==> src/rtl/port_ecc_batch_ctrl_if.sv <==
// rtl/port_ecc_batch_ctrl_if.sv - transfer, buffer-write and batch handshake signals of the ECC batch controller
interface port_ecc_batch_ctrl_if;
  logic        xfer_data_vld;
  logic [15:0] xfer_data;
  logic        end_of_packet;
  logic        xfer_stall;
  logic        buf_wr_en;
  logic [2:0]  buf_wr_idx;
  logic [15:0] buf_wr_data;
  logic        batch_vld;
  logic        batch_rdy;
  logic [3:0]  batch_words;
  logic        batch_last;
  logic [5:0]  batch_idx;
  logic        overrun_err;

  // Front end / downstream side: drives words and batch_rdy.
  modport master (
    output xfer_data_vld, xfer_data, end_of_packet, batch_rdy,
    input  xfer_stall, buf_wr_en, buf_wr_idx, buf_wr_data,
    input  batch_vld, batch_words, batch_last, batch_idx, overrun_err
  );

  // Controller side.
  modport slave (
    input  xfer_data_vld, xfer_data, end_of_packet, batch_rdy,
    output xfer_stall, buf_wr_en, buf_wr_idx, buf_wr_data,
    output batch_vld, batch_words, batch_last, batch_idx, overrun_err
  );
endinterface

==> src/rtl/port_ecc_batch_ctrl.sv <==
// rtl/port_ecc_batch_ctrl.sv - 8-slot ECC encoder buffer batch sequencer; ECC_ZERO_PAD_EN enables zero padding of short batches
module port_ecc_batch_ctrl (
  input  logic                clk,
  input  logic                rst_n,
  port_ecc_batch_ctrl_if.slave bus
);

  localparam logic [1:0] ST_IDLE = 2'd0;
  localparam logic [1:0] ST_FILL = 2'd1;
  localparam logic [1:0] ST_PAD  = 2'd2;
  localparam logic [1:0] ST_HOLD = 2'd3;

  logic [1:0] state;
  logic [2:0] wr_ptr;
  logic       accept;
  logic       close;

  // xfer_stall is raised on the edge that enters PAD/HOLD, so any word seen
  // while it is low can only arrive in IDLE or FILL.
  assign accept = bus.xfer_data_vld && !bus.xfer_stall &&
                  ((state == ST_IDLE) || (state == ST_FILL));
  assign close  = accept && ((wr_ptr == 3'd7) || bus.end_of_packet);

  always_ff @(posedge clk or negedge rst_n) begin
    if (!rst_n) begin
      state           <= ST_IDLE;
      wr_ptr          <= 3'd0;
      bus.xfer_stall  <= 1'b0;
      bus.buf_wr_en   <= 1'b0;
      bus.buf_wr_idx  <= 3'd0;
      bus.buf_wr_data <= 16'h0000;
      bus.batch_vld   <= 1'b0;
      bus.batch_words <= 4'd0;
      bus.batch_last  <= 1'b0;
      bus.batch_idx   <= 6'd0;
      bus.overrun_err <= 1'b0;
    end else begin
      bus.buf_wr_en <= 1'b0;
      if (bus.xfer_data_vld && bus.xfer_stall) begin
        bus.overrun_err <= 1'b1;
      end

      case (state)
        ST_IDLE, ST_FILL: begin
          if (accept) begin
            bus.buf_wr_en   <= 1'b1;
            bus.buf_wr_idx  <= wr_ptr;
            bus.buf_wr_data <= bus.xfer_data;
            wr_ptr          <= wr_ptr + 3'd1;
            state           <= ST_FILL;
            if (close) begin
              bus.batch_words <= {1'b0, wr_ptr} + 4'd1;
              bus.batch_last  <= bus.end_of_packet;
              bus.xfer_stall  <= 1'b1;
`ifdef ECC_ZERO_PAD_EN
              state <= (bus.end_of_packet && (wr_ptr != 3'd7)) ? ST_PAD : ST_HOLD;
`else
              state <= ST_HOLD;
`endif
            end
          end
        end

        ST_PAD: begin
`ifdef ECC_ZERO_PAD_EN
          bus.buf_wr_en   <= 1'b1;
          bus.buf_wr_idx  <= wr_ptr;
          bus.buf_wr_data <= 16'h0000;
          wr_ptr          <= wr_ptr + 3'd1;
          if (wr_ptr == 3'd7) begin
            state <= ST_HOLD;
          end
`else
          state <= ST_HOLD;
`endif
        end

        ST_HOLD: begin
          // batch_vld rises one cycle after HOLD entry so the last buffer write has landed.
          if (!bus.batch_vld) begin
            bus.batch_vld <= 1'b1;
          end else if (bus.batch_rdy) begin
            bus.batch_vld  <= 1'b0;
            bus.xfer_stall <= 1'b0;
            wr_ptr         <= 3'd0;
            if (bus.batch_last) begin
              bus.batch_idx <= 6'd0;
              state         <= ST_IDLE;
            end else begin
              bus.batch_idx <= bus.batch_idx + 6'd1;
              state         <= ST_FILL;
            end
          end
        end

        default: state <= ST_IDLE;
      endcase
    end
  end

endmodule

==> src/flat_wrapper.sv <==
// flat-port wrapper written by rule: the top's interface ports become plain ports
module port_ecc_batch_ctrl_flat 
  (clk, rst_n, bus_xfer_data_vld, bus_xfer_data, bus_end_of_packet, bus_batch_rdy, bus_xfer_stall, bus_buf_wr_en, bus_buf_wr_idx, bus_buf_wr_data, bus_batch_vld, bus_batch_words, bus_batch_last, bus_batch_idx, bus_overrun_err);
  port_ecc_batch_ctrl_if bus_i ();
  input  logic clk;
  input  logic rst_n;
  input wire logic [$bits(bus_i.xfer_data_vld)-1:0] bus_xfer_data_vld;
  input wire logic [$bits(bus_i.xfer_data)-1:0] bus_xfer_data;
  input wire logic [$bits(bus_i.end_of_packet)-1:0] bus_end_of_packet;
  input wire logic [$bits(bus_i.batch_rdy)-1:0] bus_batch_rdy;
  output wire logic [$bits(bus_i.xfer_stall)-1:0] bus_xfer_stall;
  output wire logic [$bits(bus_i.buf_wr_en)-1:0] bus_buf_wr_en;
  output wire logic [$bits(bus_i.buf_wr_idx)-1:0] bus_buf_wr_idx;
  output wire logic [$bits(bus_i.buf_wr_data)-1:0] bus_buf_wr_data;
  output wire logic [$bits(bus_i.batch_vld)-1:0] bus_batch_vld;
  output wire logic [$bits(bus_i.batch_words)-1:0] bus_batch_words;
  output wire logic [$bits(bus_i.batch_last)-1:0] bus_batch_last;
  output wire logic [$bits(bus_i.batch_idx)-1:0] bus_batch_idx;
  output wire logic [$bits(bus_i.overrun_err)-1:0] bus_overrun_err;
  assign bus_i.xfer_data_vld = bus_xfer_data_vld;
  assign bus_i.xfer_data = bus_xfer_data;
  assign bus_i.end_of_packet = bus_end_of_packet;
  assign bus_i.batch_rdy = bus_batch_rdy;
  assign bus_xfer_stall = bus_i.xfer_stall;
  assign bus_buf_wr_en = bus_i.buf_wr_en;
  assign bus_buf_wr_idx = bus_i.buf_wr_idx;
  assign bus_buf_wr_data = bus_i.buf_wr_data;
  assign bus_batch_vld = bus_i.batch_vld;
  assign bus_batch_words = bus_i.batch_words;
  assign bus_batch_last = bus_i.batch_last;
  assign bus_batch_idx = bus_i.batch_idx;
  assign bus_overrun_err = bus_i.overrun_err;
  port_ecc_batch_ctrl u_core (.clk(clk), .rst_n(rst_n), .bus(bus_i));
endmodule
==> config.mk <==
export PLATFORM = sky130hd
export DESIGN_NAME = port_ecc_batch_ctrl_flat
export DESIGN_NICKNAME = d
export VERILOG_FILES = /design/src/rtl/port_ecc_batch_ctrl_if.sv /design/src/rtl/port_ecc_batch_ctrl.sv /design/src/flat_wrapper.sv
export SDC_FILE = /design/constraint.sdc
export NUM_CORES = 1
export LEC_CHECK = 0
export BUFFER_PORTS_ARGS = -buffer_cell sky130_fd_sc_hd__buf_4
export CAP_MARGIN = 30
export CORE_UTILIZATION = 49
export DETAILED_ROUTE_END_ITERATION = 10
export MAX_ROUTING_LAYER = met4
export PLACE_DENSITY = 0.78
export SETUP_SLACK_MARGIN = 0.15
export SYNTH_ARGS = -nofsm -noshare
export SYNTH_HDL_FRONTEND = slang
export SYNTH_SLANG_ARGS = --single-unit
==> constraint.sdc <==
create_clock -name clk -period 2.4 [get_ports clk]
set_clock_uncertainty 0.2 [all_clocks]
set_input_delay 0.12 -clock clk [delete_from_list [all_inputs] [get_ports clk]]
set_output_delay 0.12 -clock clk [all_outputs]
set_load 0.005 [all_outputs]
; ---- Word-level counts from Yosys, hierarchy flattened
; Cells that the tools add are included.
[op_classes]
addsub = 3
n_reduce_logical = 16
eq_ne = 8
mux = 20
[op_table]
columns = operator, count
row1 = 1-bit two-way mux, 9
row2 = 3-bit two-way mux, 3
row3 = 3-bit AND reduction, 3
row4 = 2-bit two-way mux, 4
row5 = 6-bit by 1-bit adder with 6-bit output (second input constant), 1
row6 = 6-bit two-way mux, 1
row7 = 2-bit by 1-bit inequality test with 1-bit output (second input constant), 3
row8 = 2-bit one-hot mux with 3 select lines, 1
row9 = 3-bit one-hot mux with 2 select lines, 1
row10 = 5-bit AND reduction, 1
row11 = 3-bit by 1-bit adder with 4-bit output (second input constant), 1
row12 = 2-bit equality test (second input constant), 2
row13 = 1-bit logical AND, 4
row14 = 4-bit AND reduction, 1
row15 = 3-bit by 1-bit adder with 3-bit output (second input constant), 1
row16 = 3-bit equality test (second input constant), 1
row17 = 2-bit by 1-bit equality test with 1-bit output (second input constant), 1
row18 = 2-bit logical NOT, 1
row19 = 1-bit logical OR, 2
row20 = 2-bit inequality test (second input constant), 1
row21 = 1-bit one-hot mux with 2 select lines, 1
row22 = 2-bit AND reduction, 1
row23 = 2-bit nonzero test, 1
row24 = 2-bit OR reduction, 1
row25 = 1-bit logical NOT, 1
[totals]
output_inout_bits = 34
wordCells = 58
reg_bits = 39
in_bits = 21

; ---- Longest topological paths before layout
; Gate-level depths: netlist (run 1).
[logic_depth]
word_depth = 7
mapped_depth = 4

; ---- Least setup slack after synthesis (run 1)
; No wires, ideal clock.
[synth_path]
path_type = register to register
from = register u_core.state[1]
to = register u_core.bus.buf_wr_data[10]
arrival_time_ps = 1372
period_less_slack_ps = 1697
setup_ps = 125
path_slack_ps = 703
path_buffers = 1
stages_incl_launch_ff = 4
cell_sequence = dfrtp_1 nor3b_4 buf_4 mux2_2
[synth_between]
elab_chain_len = 4
elab_cells_between_ends = 6
[synth_lines]
columns = element, line_no
row1 = start: declaration, port_ecc_batch_ctrl.sv:13  ; logic [1:0] state;
row2 = start signal: assignment, port_ecc_batch_ctrl.sv:26  ; state <= ST_IDLE;
row3 = start signal: assignment, port_ecc_batch_ctrl.sv:50  ; state <= ST_FILL;
row4 = start signal: assignment, port_ecc_batch_ctrl.sv:58  ; state <= ST_HOLD;
row5 = 2-bit by 1-bit equality test with 1-bit output / 2-bit logical NOT (equally long branches), "port_ecc_batch_ctrl.sv:21, port_ecc_batch_ctrl.sv:43"
row6 = 1-bit logical OR, port_ecc_batch_ctrl.sv:21  ; ((state == ST_IDLE) || (state == ST_FILL));
row7 = 1-bit logical AND, port_ecc_batch_ctrl.sv:20  ; assign accept = bus.xfer_data_vld && !bus.xfer_stall &&
row8 = 2-bit AND reduction (no line) *, --
row9 = end signal: assignment, port_ecc_batch_ctrl.sv:48  ; bus.buf_wr_data <= bus.xfer_data;
row10 = end: declaration, port_ecc_batch_ctrl_if.sv:27  ; output xfer_stall, buf_wr_en, buf_wr_idx, buf_wr_data,
; Mark *: on every way between the ends. The rest lies on a longest branch, timed or not.
; A chain may end at the register's enable or synchronous reset.

; ---- Final worst setup path (run 1)
[layout_path]
from = register u_core.state[1]
to = register u_core.bus.batch_words[1]
[layout_between]
elab_chain_len = 5
elab_cells_between_ends = 7
[layout_lines]
columns = element, line_no
row1 = 2-bit by 1-bit equality test with 1-bit output / 2-bit logical NOT (equally long branches), "port_ecc_batch_ctrl.sv:21, port_ecc_batch_ctrl.sv:43"
row2 = 1-bit logical OR, port_ecc_batch_ctrl.sv:21
row3 = 1-bit logical AND, port_ecc_batch_ctrl.sv:20
row4 = 1-bit logical AND, port_ecc_batch_ctrl.sv:22  ; assign close = accept && ((wr_ptr == 3'd7) || bus.end_of_packet);
row5 = 3-bit AND reduction (no line) *, --
row6 = end signal: assignment, port_ecc_batch_ctrl.sv:52  ; bus.batch_words <= {1'b0, wr_ptr} + 4'd1;
row7 = end: declaration, port_ecc_batch_ctrl_if.sv:28  ; output batch_vld, batch_words, batch_last, batch_idx, overrun_err
; Marks and branches as above.

==> impl_metrics.json, run 1 <==
{
  "ant_nets": 0,
  "clkTransAtPathRegs_ns": 0.11,
  "post-route-min-period_ns": 1.783,
  "hold_class": "input pin to asynchronous set/reset pin",
  "htreeDepth": 2,
  "yosys.area_share.simple": 0.08892,
  "holdWs_ns": 0.06539,
  "nets": 217,
  "die_h_um": 59.22,
  "yosysSeqAreaShare": 0.6084,
  "root_buffer": "clkbuf_4",
  "worst_pin_slew_ns": 0.4731,
  "grt_pass1_wl_um": 5409,
  "worstPathRequired_ns": 2.43,
  "routabilityCongestion": 0.7078,
  "grt_pass1_vias": 1260,
  "pre_cts_ws_ns": 0.6173,
  "post_cts_buffers": 0,
  "grt.total_usage": 0.2222,
  "maxSlewHeadroom": 0.6846,
  "synth-adder-area-share": 0.02340,
  "stdcell_area_um2": 2307,
  "p_int_mw": 1.651,
  "vias": 1220,
  "p_per_area_nw_per_um2": 1029,
  "synthTopCellsByArea": "dfrtp_1 61%, mux2_2 16%, ha_1 2.3%",
  "placed_area_um2": 2057,
  "boundaryPins": 55,
  "critPathLaunchType": "register",
  "clockBufferDepth": 2,
  "drt-vias-per-instance": 5.126,
  "wl_per_cell_um": 13.60,
  "synth_xor_xnor_area_share": 0,
  "netlist.top_cell.by_area": "dfrtp_1",
  "peakVddDrop_mv": 0.6281,
  "syn-instance-count": 113,
  "power_switching_mw": 0.7235,
  "p_comb_frac": 0.393,
  "ys_types": 29,
  "cts_sinks": 39,
  "cts.repair.resized": 0,
  "synth_mux_area_frac": 0.1677,
  "drt_iter0_markers": 42,
  "syn_avg_cell_area_um2": 14.20,
  "clockPowerShare": 0.130,
  "nFillCells": 214,
  "drv_slew": 0,
  "seqPwrFrac": 0.477,
  "endpoint_kind": "register",
  "synth_top_area_share": 0.6084,
  "rows": 20,
  "area_growth_pct": 43.84,
  "grt_max_degree": 40,
  "finalPower_mw": 2.375,
  "die_w_um": 59.22,
  "finalCritPeriodShare": 0.7431,
  "synth_top_family_by_area": "multiplexers",
  "dp_hpwl_um": 2180,
  "synth-seq-cells": 39,
  "first_pass_iters": 4,
  "layout-drive-gt1-share": 0.4742,
  "wl_um": 3237,
  "grt_overflow_total": 0,
  "max_clock_freq_mhz": 560.7,
  "hold_viol_final": 0,
  "cap_viol_max_count": 0,
  "die_area_um2": 3506,
  "rsz0062_at_grt": "false",
  "status": "finished, final reports clean",
  "critPathMaxFanout": 17,
  "synth_area_um2": 1604,
  "yosysWarningCount": 0,
  "worstSetupPathType": "register to register",
  "drcViolationCount": 0,
  "core-area_um2": 3078,
  "crit_arrival_ns": 1.82,
  "setup_violations": 0,
  "diodes": 0,
  "p_leak_nw": 1.088,
  "synth_nets": 137,
  "cts_tree": "done",
  "insertion_delay_ns": 0.34,
  "antenna_found_initial": 0,
  "fin_ws_ns": 0.6165,
  "floorplan.initialDensity": 0.5211,
  "setup_tns_ns": 0,
  "io_buffers": 54,
  "synth-compound-area-share": 0.09516,
  "cts-buffers-inserted": 5,
  "switching_share": 0.3046
}
==> area by class of cell <==
cell class / instances / area [um^2] / share of cell area
Sequential cell: 39 / 975.9 / 0.4230
Timing Repair Buffer: 76 / 620.6 / 0.2690
Clock buffer: 7 / 45.04 / 0.01952
Tap cell: 44 / 55.05 / 0.02386
Inverter: 1 / 3.754 / 0.001627
Multi-Input combinational cell: 70 / 601.8 / 0.2608
Clock inverter: 1 / 5.005 / 0.002169
==> power groups by stage <==
stage | clock network [mW] | registers [mW] | logic (mW)
after CTS | 0.326 | 1.13 | 0.949
after floorplan | 0 | 1.12 | 0.445
after global routing | 0.346 | 1.17 | 1.03
after global placement | 0 | 1.13 | 0.887
final | 0.308 | 1.13 | 0.933
after detailed placement | 0 | 1.15 | 0.923
==> cell usage after synthesis (all sizes together) <==
cell type and n:
inv 1, a22oi 1, mux2i 1, nor3 1, o21a 1, a31oi 1
dfrtp 39, buf 3, and2b 1, a21o 3, o41ai 1, nor3b 1
or3 1, o31ai 1, and3 1, nand3 3, o311ai 1, nand2 5
a22o 3, nand2b 3, nor2b 2, ha 3, and4 1, nor2 3
o21ai 6, a21oi 2, nand4 1, mux2 23
==> final timing paths <==
kind,from,end,slack [ns],cells after the start
worst min register to register,u_core.bus.overrun_err,u_core.bus.overrun_err,0.28,1
worst min-delay path,rst_n,u_core.bus.batch_idx[4],0.07,2
worst max register to register,u_core.state[1],u_core.bus.batch_words[1],0.62,4
max in group asynchronous,rst_n,u_core.bus.buf_wr_data[13],1.60,2
worst max-delay path,u_core.state[1],u_core.bus.batch_words[1],0.62,4
min in group clk,u_core.bus.overrun_err,u_core.bus.overrun_err,0.28,1
==> cells by family after synthesis <==
| group | count (synthesis) |
|---|---|
| AOI/OAI and AO/OA | 20 |
| adders and majority gates | 3 |
| buffers and inverters | 4 |
| DFF | 39 |
| muxes | 24 |
| and+or+nand+nor | 23 |
==> metrics by stage <==
step	utilization	instances
after global routing	0.7496	238
after CTS	0.7496	238
final	0.7496	238
after global placement	0.6683	210
after floorplan	-	113
after detailed placement	0.6683	210
==> per-layer routing <==
metal  vias up  wire (um)  track usage  part of all wire
li1        576          -            -                 -
met1       595       1289       0.2347              0.40
met2        44       1738       0.3900              0.54
met3         5        163      0.06769             0.050
met4         0         46      0.07823             0.014
met5         -          0            -                 0
==> worst max-delay path: stages (launching register included) <==
cell and delay [ns]:
dfrtp_1 0.47, nor3b_4 0.22, buf_4 0.25, o21a_4 0.20, mux2_2 0.33
==> flip-flops by register name, indices dropped and copies added, names as in the netlist <==
| register | flops |
|---|---|
| u_core.bus.buf_wr_en | 1 |
| u_core.bus.overrun_err | 1 |
| u_core.state | 2 |
| u_core.wr_ptr | 3 |
| u_core.bus.buf_wr_idx | 3 |
| u_core.bus.batch_vld | 1 |
| u_core.bus.buf_wr_data | 16 |
| u_core.bus.batch_words | 4 |
| u_core.bus.batch_idx | 6 |
| u_core.bus.xfer_stall | 1 |
| u_core.bus.batch_last | 1 |
==> layout by cell type (no fill, tap or decap), types with 5 or more instances in the layout <==
cell           synthesis  layout
mux2_2                23      23
o21ai_0                6       6
clkbuf_4               0       5
dlygate4sd3_1          0      20
buf_4                  3      56
dfrtp_1               39      39
nand2_1                5       5
==> repair_timing <==
| item | 4_1_cts | 5_1_grt |
|---|---|---|
| hold buffers | 20 | 0 |
| endpoints found under the setup margin | 0 | 0 |
| hold endpoints to repair | 61 | 0 |
Power figures use the tool's default switching activity.
==> run 2, diff against run 1 <==
--- a/config.mk
+++ b/config.mk
@@ -7,10 +7,10 @@
 export LEC_CHECK = 0
 export BUFFER_PORTS_ARGS = -buffer_cell sky130_fd_sc_hd__buf_4
 export CAP_MARGIN = 30
-export CORE_UTILIZATION = 49
+export CORE_UTILIZATION = 44
 export DETAILED_ROUTE_END_ITERATION = 10
 export MAX_ROUTING_LAYER = met4
-export PLACE_DENSITY = 0.78
+export PLACE_DENSITY = 0.74
 export SETUP_SLACK_MARGIN = 0.15
 export SYNTH_ARGS = -nofsm -noshare
 export SYNTH_HDL_FRONTEND = slang
==> constraint.sdc (replaced) <==
create_clock -name clk -period 1.63 [get_ports clk]
set_clock_uncertainty 0.2 [all_clocks]
set_input_delay 0.0815 -clock clk [delete_from_list [all_inputs] [get_ports clk]]
set_output_delay 0.0815 -clock clk [all_outputs]
set_load 0.005 [all_outputs]
==> impl_metrics.json, run 2 (synthesis results as in run 1) <==
{
  "status": "finished, final reports clean",
  "ant_nets": 0,
  "stdcell_area_um2": 2626,
  "routabilityCongestion": 0.7227,
  "finalCritPeriodShare": 0.9870,
  "critPathLaunchType": "register",
  "clkTransAtPathRegs_ns": 0.11,
  "core-area_um2": 3416,
  "grt_use_met1": 0.2604,
  "insertion_delay_ns": 0.34,
  "layout-drive-gt1-share": 0.5399,
  "drv_slew": 0,
  "nFillCells": 217,
  "grt_pass1_wl_um": 6410,
  "root_buffer": "clkbuf_4",
  "r2r_start": "u_core.bus.xfer_stall",
  "clockBufferDepth": 2,
  "layout_common_cells": "68 x buf_4, 39 x dfrtp_1, 22 x mux2_4",
  "regArea_um2": 975.9,
  "crit_path_start": "u_core.bus.xfer_stall",
  "htreeDepth": 2,
  "vias": 1313,
  "drcViolationCount": 0,
  "r2r_cells": 4,
  "largestRegisters": "u_core.bus.buf_wr_data x16, u_core.bus.batch_idx x6, u_core.bus.batch_words x4",
  "worstPathCellList": "nor3b_4, buf_4, o21a_4, mux2_4",
  "rsz0062_at_grt": "true",
  "grt_overflow_total": 0,
  "rows": 21,
  "antenna_found_initial": 0,
  "worst_pin_slew_ns": 0.4688,
  "rrSetupSlack_ns": 0.02,
  "diodes": 0,
  "io_buffers": 54,
  "crit_path_max_incr_delay_ns": 0.42,
  "first_pass_iters": 4,
  "p_leak_nw": 1.273,
  "nets": 236,
  "hold_viol_final": 0,
  "die_h_um": 62.38,
  "grtUsageMet3": 0.05839,
  "maxSlewHeadroom": 0.6874,
  "drt_iter0_markers": 52,
  "crit_slowest_cell": "dfrtp_1",
  "die_area_um2": 3891,
  "worstSetupPathType": "register to register",
  "max_clock_freq_mhz": 621.6,
  "hold_class": "input pin to asynchronous set/reset pin",
  "cap_viol_max_count": 0,
  "dp_hpwl_um": 2255,
  "endpoint": "u_core.bus.batch_words[3]",
  "endpoint_kind": "register",
  "die_w_um": 62.38,
  "cts_sinks": 39,
  "wl_um": 3904,
  "largest_reg_flops": 16,
  "pre_cts_ws_ns": -0.008335,
  "grt_pass1_vias": 1339,
  "fin_ws_ns": 0.02113,
  "grt.total_usage": 0.2215,
  "multi_input_area_um2": 714.4,
  "timing.rr.end": "u_core.bus.batch_words[3]",
  "grtUsageMet2": 0.3668,
  "seqPwrFrac": 0.392,
  "p_int_mw": 2.964,
  "crit_arrival_ns": 1.64,
  "p_comb_frac": 0.478,
  "switching_share": 0.2979,
  "grt_max_degree": 40,
  "floorplan.initialDensity": 0.4696,
  "boundaryPins": 55,
  "top_register": "u_core.bus.buf_wr_data",
  "clockPowerShare": 0.131,
  "busiest_layer": "met2",
  "post-route-min-period_ns": 1.609,
  "peakVddDrop_mv": 0.8748,
  "p_per_area_nw_per_um2": 1608,
  "worstPathRequired_ns": 1.66,
  "mostFrequentLayoutCell": "buf_4",
  "area_growth_pct": 63.73,
  "drt-vias-per-instance": 5.069,
  "wl_per_cell_um": 15.07,
  "critPathMaxFanout": 6,
  "cts-buffers-inserted": 5,
  "placed_area_um2": 2147,
  "setup_violations": 0,
  "cts_tree": "done",
  "power_switching_mw": 1.258
}
## run 2: changes by cell type in the layout (fill, tap and decap cells not counted), moves of 4 or more
cell	change
buf_4	+12
buf_6	+4
mux2_2	-22
mux2_4	+22
## run 2: per-stage QoR
| stage | setup TNS, ns | std cells | utilization | power, mW | hold slack, ns |
|---|---|---|---|---|---|
| after floorplan | -0.7543 | 113 | - | 2.419 | -0.4141 |
| after detailed placement | -0.01295 | 218 | 0.6286 | 3.234 | -0.1260 |
| final | 0 | 259 | 0.7689 | 4.222 | 0.02622 |
| after CTS | 0 | 251 | 0.7429 | 4.094 | -0.2339 |
| after global routing | -0.1422 | 259 | 0.7689 | 4.487 | 0.06461 |
| after global placement | 0 | 218 | 0.6286 | 3.163 | -0.1269 |
## run 2: per-layer routing
| metal | share of wire | routed length, um |
|---|---|---|
| met5 | 0 | 0 |
| met4 | 0.017 | 68 |
| met3 | 0.049 | 193 |
| met2 | 0.51 | 1998 |
| met1 | 0.42 | 1644 |
## run 2: layout make-up
cell class	instances	share of cell area
flip-flops and latches	39	0.3716
repair buffers	95	0.3068
multi-input cells	70	0.2720
clock buffers	8	0.02620
inverters	1	0.001429
well taps	46	0.02192
## run 2: worst min path at each step
stage / start / to / slack, ns / depth (start not counted)
2_1_floorplan: rst_n / u_core.bus.batch_idx[0] / -0.41 / 0
3_3_place_gp: rst_n / u_core.bus.batch_idx[4] / -0.13 / 1
3_5_place_dp: rst_n / u_core.bus.batch_idx[2] / -0.13 / 1
4_1_cts: bus_end_of_packet / u_core.bus.batch_last / -0.23 / 2
5_1_grt: rst_n / u_core.bus.batch_idx[2] / 0.06 / 2
6_report: rst_n / u_core.bus.batch_idx[4] / 0.03 / 2
## run 2: power by group through the flow
stage / Clock, mW / Sequential [mW] / Combinational (mW)
after floorplan: 0 / 1.66 / 0.761
after global placement: 0 / 1.62 / 1.55
after detailed placement: 0 / 1.64 / 1.60
after CTS: 0.566 / 1.64 / 1.89
after global routing: 0.614 / 1.71 / 2.16
final: 0.552 / 1.65 / 2.02
## run 2: what timing repair did
item / CTS / global route
gates resized for setup: 23 / 7
endpoints found under the hold margin: 66 / 6
endpoints found under the setup margin: 27 / 31
pin swaps: 4 / 3
hold buffers: 19 / 1
buffers inserted: 4 / 7
gates cloned: 2 / 0
## run 2: critical path: cells and delay by family, from the launching register on
family / cells / cell delay [ns]
buffers and inverters: 1 / 0.16
and+or+nand+nor: 1 / 0.23
AOI/OAI and AO/OA: 1 / 0.17
DFF: 1 / 0.42
muxes: 1 / 0.31
==> run 3, diff against run 2 <==
--- a/config.mk
+++ b/config.mk
@@ -5,8 +5,10 @@
 export SDC_FILE = /design/constraint.sdc
 export NUM_CORES = 1
 export LEC_CHECK = 0
+export ABC_AREA = 1
 export BUFFER_PORTS_ARGS = -buffer_cell sky130_fd_sc_hd__buf_4
 export CAP_MARGIN = 30
+export CORE_MARGIN = 2
 export CORE_UTILIZATION = 44
 export DETAILED_ROUTE_END_ITERATION = 10
 export MAX_ROUTING_LAYER = met4
@@ -15,3 +17,4 @@
 export SYNTH_ARGS = -nofsm -noshare
 export SYNTH_HDL_FRONTEND = slang
 export SYNTH_SLANG_ARGS = --single-unit
+export TNS_END_PERCENT = 1
==> impl_metrics.json, run 3 <==
{
  "crit_path_max_incr_delay_ns": 0.36,
  "synthFlopType": "dfrtp_1",
  "synth_area_um2": 1627,
  "async_flop_share": 1.000,
  "drv_slew": 0,
  "ys_types": 23,
  "cap_viol_max_count": 0,
  "layout-drive-gt1-share": 0.3206,
  "htreeDepth": 2,
  "floorplan.initialDensity": 0.4511,
  "hold_viol_final": 0,
  "boundaryPins": 55,
  "cts_tree": "done",
  "drcViolationCount": 0,
  "mostFrequentLayoutCell": "nand2_1",
  "status": "finished, final reports clean",
  "syn-instance-count": 177,
  "placed_area_um2": 2085,
  "yosys-top-cells-count": "73 x nand2_1, 39 x dfrtp_1, 12 x inv_1, 8 x nand3_1, 7 x nor2_1",
  "timing.rr.end": "u_core.bus.batch_words[0]",
  "routabilityCongestion": 0.7973,
  "synth-seq-cells": 39,
  "dp_hpwl_um": 2307,
  "cpLargestDelayFamily": "flip-flops",
  "synth_top_area_share": 0.6000,
  "critPathBufInv": 1,
  "grt.total_usage": 0.1901,
  "top_register": "u_core.bus.buf_wr_data",
  "layout_common_cells": "73 x nand2_1, 60 x buf_4, 38 x dfrtp_1",
  "synth_nets": 201,
  "drt-vias-per-instance": 4.690,
  "syn_avg_cell_area_um2": 9.190,
  "die_h_um": 64.80,
  "cts_sinks": 39,
  "finalCritPeriodShare": 0.8859,
  "wl_per_cell_um": 11.75,
  "wl_um": 3644,
  "rrSetupSlack_ns": 0.19,
  "cts-buffers-inserted": 5,
  "largest_reg_flops": 16,
  "drt_iter0_markers": 97,
  "diodes": 0,
  "endpoint_kind": "register",
  "synth-edff-count": 0,
  "p_int_mw": 1.362,
  "setup_violations": 0,
  "dp_cells": 279,
  "postLayoutCoreUtil": 0.6738,
  "switching_share": 0.1979,
  "grt_pass1_vias": 1262,
  "seqPwrFrac": 0.570,
  "finalNonFillerCells": 310,
  "critPathLaunchType": "register",
  "clkTransAtPathRegs_ns": 0.07,
  "synth_top_family_by_area": "simple AND/OR/NAND/NOR gates",
  "hold_class": "input pin to asynchronous set/reset pin",
  "worst_pin_slew_ns": 0.4838,
  "grt_overflow_total": 0,
  "crit_arrival_ns": 1.46,
  "critPathMaxFanout": 5,
  "die_w_um": 64.80,
  "worstPathCellList": "ha_1, ha_2, nor2_4, nor2_4, clkinvlp_4, o21ai_1",
  "antenna_found_initial": 0,
  "synthTopCellsByArea": "dfrtp_1 60%, nand2_1 17%, inv_1 2.8%",
  "rows": 22,
  "worstSetupPathType": "register to register",
  "synth-compound-area-share": 0.06231,
  "largestRegisters": "u_core.bus.buf_wr_data x16, u_core.bus.batch_idx x6, u_core.bus.batch_words x4",
  "vias": 1454,
  "worstPathRequired_ns": 1.64,
  "yosys.area_share.simple": 0.2477,
  "area_growth_pct": 49.38,
  "insertion_delay_ns": 0.28,
  "nets": 286,
  "die_area_um2": 4199,
  "r2r_start": "u_core.wr_ptr[1]",
  "peakVddDrop_mv": 0.5904,
  "rsz0062_at_grt": "true",
  "maxSlewHeadroom": 0.6775,
  "clockPowerShare": 0.371,
  "synth_mux_area_frac": 0,
  "post-route-min-period_ns": 1.444,
  "grt_pass1_wl_um": 5775,
  "io_buffers": 54,
  "worst-path-stages": 6,
  "power_switching_mw": 0.3361,
  "yosysWarningCount": 0,
  "max_clock_freq_mhz": 692.5,
  "synth_most_common_cell": "nand2_1",
  "first_pass_iters": 4,
  "ant_nets": 0,
  "setup_tns_ns": 0,
  "p_leak_nw": 1.342,
  "stdcell_area_um2": 2430,
  "synth-adder-area-share": 0.02308,
  "grt_max_degree": 40,
  "synth_xor_xnor_area_share": 0.005385,
  "core-area_um2": 3606,
  "p_comb_frac": 0.059,
  "p_per_area_nw_per_um2": 698.8,
  "crit_slowest_cell": "dfrtp_1",
  "clockBufferDepth": 2,
  "cpMostUsedCell": "nor2_4",
  "root_buffer": "clkbuf_8",
  "r2r_cells": 6,
  "netlist.top_cell.by_area": "dfrtp_1",
  "yosysSeqAreaShare": 0.6000
}
[run 3: layout make-up]
class | count | area (um^2)
fill | 321 | 1176
sequential | 39 | 977.2
timing repair buffer | 81 | 661.9
multi-input combinational | 118 | 573.1
clock buffer | 6 | 82.58
inverter | 16 | 62.56
tap | 48 | 60.06
timing repair inverter | 1 | 7.507
clock inverter | 1 | 5.005
[run 3: per-stage QoR]
| step | total power, mW | hold slack, ns | worst slack, ns |
|---|---|---|---|
| global placement | 1.047 | -0.1209 | 0.1596 |
| CTS | 1.728 | 0.1108 | 0.1565 |
| detailed placement | 1.047 | -0.1243 | 0.1181 |
| global route | 1.781 | 0.1341 | 0.1214 |
| finish | 1.698 | 0.1007 | 0.1860 |
| floorplan | 0.9897 | -0.4141 | 0.1614 |
[run 3: power by group through the flow]
| stage | combinational (mW) | sequential, mW | clock (mW) |
|---|---|---|---|
| 6_report | 0.100 | 0.967 | 0.630 |
| 5_1_grt | 0.109 | 0.966 | 0.705 |
| 2_1_floorplan | 0.00362 | 0.986 | 0 |
| 3_3_place_gp | 0.0610 | 0.986 | 0 |
| 4_1_cts | 0.100 | 0.967 | 0.661 |
| 3_5_place_dp | 0.0612 | 0.986 | 0 |
[run 3: cell families (layout without fill, tap and decap cells)]
group,after synthesis,count (layout)
compound gates,18,18
xor+xnor,1,1
fa+ha+maj,3,3
buf+inv,20,105
flops,39,39
simple gates,96,96
[run 3: what timing repair did]
item	in CTS	in global routing
resized for setup	3	8
hold endpoints to repair	59	0
setup buffers	1	2
pin swaps	1	3
gates cloned	1	0
endpoints found under the setup margin	6	10
hold buffers	20	0
[run 3: worst max path at each step]
stage               slack, ns                   endpoint                   from
floorplan                0.16      u_core.bus.xfer_stall       u_core.wr_ptr[0]
global placement         0.16      u_core.bus.xfer_stall       u_core.wr_ptr[1]
detailed placement       0.12      u_core.bus.xfer_stall       u_core.wr_ptr[1]
CTS                      0.16  u_core.bus.batch_words[1]  u_core.bus.xfer_stall
global route             0.12  u_core.bus.batch_words[0]       u_core.wr_ptr[1]
finish                   0.19  u_core.bus.batch_words[0]       u_core.wr_ptr[1]
[run 3: routing by layer]
layer / share of wire / wire length (um) / GRT usage / vias to the layer above
met2: 0.52 / 1888 / 0.3093 / 36
li1: - / - / - / 728
met1: 0.42 / 1535 / 0.2331 / 686
met4: 0.0085 / 31 / 0.04787 / 0
met5: 0 / 0 / - / -
met3: 0.052 / 188 / 0.05729 / 4
